`config.mk`:
```
export PLATFORM = sky130hd
export DESIGN_NAME = sorted_burst_serializer
export DESIGN_NICKNAME = d
export VERILOG_FILES = /design/src/rtl/sorted_burst_serializer.sv
export SDC_FILE = /design/constraint.sdc
export NUM_CORES = 1
export LEC_CHECK = 0
export BUFFER_PORTS_ARGS = -buffer_cell sky130_fd_sc_hd__buf_4
export CORE_MARGIN = 5
export CORE_UTILIZATION = 44
export CTS_CLUSTER_DIAMETER = 30
export DETAILED_ROUTE_END_ITERATION = 6
export PLACE_DENSITY = 0.67
export SETUP_SLACK_MARGIN = 0.05
export SYNTH_ARGS = -nofsm -noshare
export SYNTH_HDL_FRONTEND = slang
export SYNTH_SLANG_ARGS = --single-unit
```
`constraint.sdc`:
```
create_clock -name clk -period 4 [get_ports clk]
set_clock_uncertainty 0.15 [all_clocks]
set_input_delay 0.8 -clock clk [delete_from_list [all_inputs] [get_ports clk]]
set_output_delay 0.8 -clock clk [all_outputs]
set_load 0.05 [all_outputs]
```
`src/rtl/sorted_burst_serializer.sv`:
```
// sorted_burst_serializer: captures one 8-word burst on a load strobe and
// streams it out one word per valid/ready transfer. The burst sum is
// reported when the burst completes.
// Optional build macro SORT_CHECK_EN: registers an ordering check of each
// captured burst on order_err. When it is undefined, order_err is tied to 0.
module sorted_burst_serializer #(
  parameter int unsigned WIDTH = 8,
  parameter int unsigned SUM_W = 11
) (
  input  logic               clk,
  input  logic               rst,
  input  logic               load,
  input  logic [8*WIDTH-1:0] din,
  output logic               busy,
  output logic               dout_valid,
  input  logic               dout_ready,
  output logic [WIDTH-1:0]   dout,
  output logic [2:0]         dout_idx,
  output logic               dout_last,
  output logic               done,
  output logic [SUM_W-1:0]   sum,
  output logic               order_err
);

  localparam int unsigned DEPTH = 8;
  localparam int unsigned IDX_W = 3;

  typedef enum logic [1:0] {IDLE, STREAM, DONE} state_t;

  state_t             state, state_d;
  logic [WIDTH-1:0]   words [DEPTH];
  logic [IDX_W-1:0]   ptr, ptr_d;
  logic [SUM_W-1:0]   acc, acc_d, sum_d;
  logic               capture, xfer;
  logic               busy_d, valid_d, last_d, done_d;
  logic [WIDTH-1:0]   dout_d;
  logic [IDX_W-1:0]   idx_d;

  // Next-state, datapath and next-output decode.
  always_comb begin
    state_d = state;
    ptr_d   = ptr;
    acc_d   = acc;
    sum_d   = sum;
    capture = 1'b0;
    xfer    = dout_valid && dout_ready;
    busy_d  = 1'b0;
    valid_d = 1'b0;
    done_d  = 1'b0;
    last_d  = 1'b0;
    dout_d  = '0;
    idx_d   = '0;

    case (state)
      IDLE: begin
        if (load) begin
          capture = 1'b1;
          ptr_d   = '0;
          acc_d   = '0;
          state_d = STREAM;
        end
      end
      STREAM: begin
        if (xfer) begin
          acc_d = acc + SUM_W'(dout);
          if (ptr == IDX_W'(DEPTH - 1)) begin
            sum_d   = acc_d;
            state_d = DONE;
          end else begin
            ptr_d = ptr + IDX_W'(1);
          end
        end
      end
      DONE: begin
        state_d = IDLE;
      end
      default: begin
        state_d = IDLE;
      end
    endcase

    busy_d = (state_d != IDLE);
    valid_d = (state_d == STREAM);
    done_d = (state_d == DONE);
    if (state_d == STREAM) begin
      idx_d  = ptr_d;
      last_d = (ptr_d == IDX_W'(DEPTH - 1));
      dout_d = capture ? din[WIDTH-1:0] : words[ptr_d];
    end
  end

  // State, buffer and registered outputs.
  always_ff @(posedge clk) begin
    if (rst) begin
      state      <= IDLE;
      ptr        <= '0;
      acc        <= '0;
      sum        <= '0;
      busy       <= 1'b0;
      dout_valid <= 1'b0;
      dout       <= '0;
      dout_idx   <= '0;
      dout_last  <= 1'b0;
      done       <= 1'b0;
      for (int i = 0; i < DEPTH; i++) words[i] <= '0;
    end else begin
      state      <= state_d;
      ptr        <= ptr_d;
      acc        <= acc_d;
      sum        <= sum_d;
      busy       <= busy_d;
      dout_valid <= valid_d;
      dout       <= dout_d;
      dout_idx   <= idx_d;
      dout_last  <= last_d;
      done       <= done_d;
      if (capture) begin
        for (int i = 0; i < DEPTH; i++) words[i] <= din[i*WIDTH +: WIDTH];
      end
    end
  end

`ifdef SORT_CHECK_EN
  logic order_err_d;

  // Flag any adjacent descending pair in the incoming burst.
  always_comb begin
    order_err_d = 1'b0;
    for (int i = 0; i < DEPTH - 1; i++) begin
      if (din[i*WIDTH +: WIDTH] > din[(i+1)*WIDTH +: WIDTH]) order_err_d = 1'b1;
    end
  end

  // Ordering result is held from one capture to the next.
  always_ff @(posedge clk) begin
    if (rst)          order_err <= 1'b0;
    else if (capture) order_err <= order_err_d;
  end
`else
  assign order_err = 1'b0;
`endif

endmodule

```
==> metrics.md <==
| Metric | Value |
|---|---|
| Vias | `3475` |
| Unrepaired setup endpoints after global routing | `false` |
| Max-capacitance violation count | `0` |
| Area Overhead vs Synth | `20.3%` |
| Core region area | `10900 um^2` |
| Most frequent cells in the layout | `buf_4, edfxtp_1, and2_1, dfxtp_1, nand2_1` |
| GRT Overall Usage | `16.5%` |
| PwrDens | `361 nW/um^2` |
| Max Clock Freq | `339 MHz` |
| Endpoints failing setup | `0` |
| Routability cong. | `0.845` |
| Number of global-route vias before repair | `3374` |
| Setup_tns | `0 ns` |
| DR pass1 iterations | `5` |
| Critical path class | `reg2reg` |
| Worst Setup End Kind | `flop` |
| Die Y | `115 um` |
| Antenna violations before repair | `0` |
| IO buf count | `93` |
| DR WL/cell | `16.6 um` |
| Setup crit start kind | `flop` |
| Root buf cell | `clkbuf_8` |
| Total grt overflow | `0` |
| Distinct cells, synth | `55` |
| Pin count of the biggest net entering global routing | `65` |
| Residual DRC | `0` |
| Most common cell after layout, fill and taps aside | `buf_4` |
| CTS sink cnt | `106` |
| Syn Inst Count | `423` |
| Most used DFF post-synth | `edfxtp_1` |
| Clock Pin Slew Worst Setup and Hold Paths | `0.12 ns` |
| Via-per-instance ratio | `5.33` |
| Slew margin rel. | `45.6%` |
| Post-DP HPWL | `8080 um` |
| Remaining antenna violation count | `0` |
| Initial Utilization | `45.0%` |
| Clk_lat worst skew | `0.38 ns` |
| Final hold violation count | `0` |
| Worst slew pin tran | `0.813 ns` |
| Yosys warns | `0` |
| Run status | `completed` |
| Layout Nets | `585` |
| Avg Synthesized Cell Area | `11.6 um^2` |
| Routed wire length | `10800 um` |
| LEAKAGE | `0.00230 uW` |
| First-pass GRT wire length | `17000 um` |
| Post-Syn Area | `4900 um^2` |
| Fillers | `954` |
| Worst EP required | `4.14 ns` |
| Worst VDD drop | `0.000173 V` |
| Total die area | `13300 um^2` |
| Final Cycle Share | `73.7%` |
| Ys async rst share | `0%` |
| TritonCTS clock tree | `done` |
| Synth Net Count | `501` |
| Max Transition Viols Final | `0` |
| Share of layout cells above drive strength 1 | `23.2%` |
| Worst EP arrival | `3.09 ns` |
| # diodes | `0` |
| Worst hold slack | `0.313 ns` |
| Final Critical Period | `2.95 ns` |
| Sequential area share after synthesis | `56.4%` |
| # rows | `38` |
| H-tree depth | `3` |
| CTS Buffer Depth | `2` |
| Setup Buffers After CTS | `0` |
| Flops & latches, synth | `106` |
| Hold buffers post-CTS | `0` |
| Hold Path Class | `reg2reg` |
| Tot Pwr | `2130 uW` |
| Post-synth EDFFs | `64` |
| Post-CTS sizing | `0` |
| Iter 0 DRT Violations | `214` |
| R2R cell count | `6` |
| Total CTS buffers | `9` |
| Hold path depth | `2` |
| Num ports | `95` |
| Die width | `115 um` |
| Crit-path max FO | `24` |
-- cell usage after synthesis (2+ instances only) --
cell | count | area share (%)
a211oi_1 | 11 | 1.7
a21boi_0 | 6 | 0.92
a21boi_1 | 2 | 0.31
a21o_1 | 3 | 0.46
a21oi_1 | 19 | 1.9
a22oi_1 | 2 | 0.31
a311oi_1 | 9 | 1.6
and2_1 | 51 | 6.5
buf_2 | 2 | 0.20
buf_4 | 2 | 0.31
buf_6 | 3 | 0.69
clkbuf_1 | 14 | 1.1
dfxtp_1 | 42 | 17
edfxtp_1 | 64 | 39
ha_1 | 9 | 2.3
inv_1 | 5 | 0.38
mux2i_1 | 25 | 5.1
nand2_1 | 32 | 2.5
nand2b_1 | 2 | 0.26
nand3_1 | 4 | 0.41
nand3b_1 | 9 | 1.4
nor2_1 | 20 | 1.5
nor2b_1 | 17 | 2.2
nor3_1 | 5 | 0.51
o211ai_1 | 3 | 0.46
o21a_1 | 5 | 0.77
o21ai_0 | 7 | 0.72
o21bai_1 | 2 | 0.31
o22ai_1 | 7 | 0.89
o31ai_1 | 2 | 0.31
o41a_1 | 7 | 1.6
or3_1 | 3 | 0.38
xnor2_1 | 4 | 0.72
xor2_1 | 4 | 0.72
-- where the power goes --
| group | total, uW | switching [uW] | internal (uW) |
|---|---|---|---|
| clock | 674 | 420 | 254 |
| sequential | 1250 | 27.4 | 1220 |
| combinational | 206 | 113 | 92.8 |
| total | 2130 | 561 | 1570 |
-- worst paths after layout --
kind | slack [ns] | start | end
setup / recovery | 1.05 | state[0] | dout[1]
hold / removal | 0.31 | sum[4] | sum[4]
setup reg to reg | 1.05 | state[0] | dout[1]
hold reg to reg | 0.31 | sum[4] | sum[4]
-- registers in the layout, indices dropped and copies added (netlist names) --
signal and cells:
words 64, dout_idx 3, done 1, busy 1
acc 11, sum 11, dout 8, dout_valid 1
ptr 3, dout_last 1, state 2
-- layout make-up --
class	count	area, um^2	share of cell area (%)
timing repair buffer	95	713	12.1
clock inverter	7	88.8	1.51
tap	140	175	2.97
inverter	6	22.5	0.382
sequential	106	2760	46.9
clock buffer	9	124	2.10
multi-input combinational	289	2000	34.0
-- cells by family after synthesis --
| group | share of synthesized area, % |
|---|---|
| AOI/OAI and AO/OA | 14.2 |
| xor gates and xnor gates | 1.43 |
| adders and majority gates | 2.71 |
| buffers and inverters | 2.81 |
| DFF | 56.4 |
| muxes | 5.11 |
| other | 0.0766 |
| and+or+nand+nor | 17.3 |
-- metrics by stage --
step | instance area (um^2) | setup slack (ns) | util (%) | cells
floorplan | 4900 | 0.502 | - | 423
global route | 5890 | 0.895 | 54.1 | 652
CTS | 5890 | 1.05 | 54.1 | 652
detailed placement | 5680 | 0.649 | 52.1 | 636
global placement | 5680 | 0.751 | 52.1 | 636
finish | 5890 | 1.05 | 54.1 | 652
-- per-layer routing --
| layer | global-route usage [%] | routed length [um] | vias up |
|---|---|---|---|
| met1 | 22.6 | 4730 | 1613 |
| met2 | 25.7 | 5090 | 122 |
| li1 | - | - | 1717 |
| met4 | 5.95 | 251 | 0 |
| met5 | 0 | 0 | - |
| met3 | 4.02 | 746 | 23 |
-- worst max-delay path: stages, from the launching register on --
cell      delay (ns)
dfxtp_1         0.47
and4b_1         0.56
nand3_2         0.41
nand2_4         0.45
mux2i_1         0.26
a211oi_1        0.12
o41a_1          0.42
Note: power is estimated with default switching activity, not from simulation.
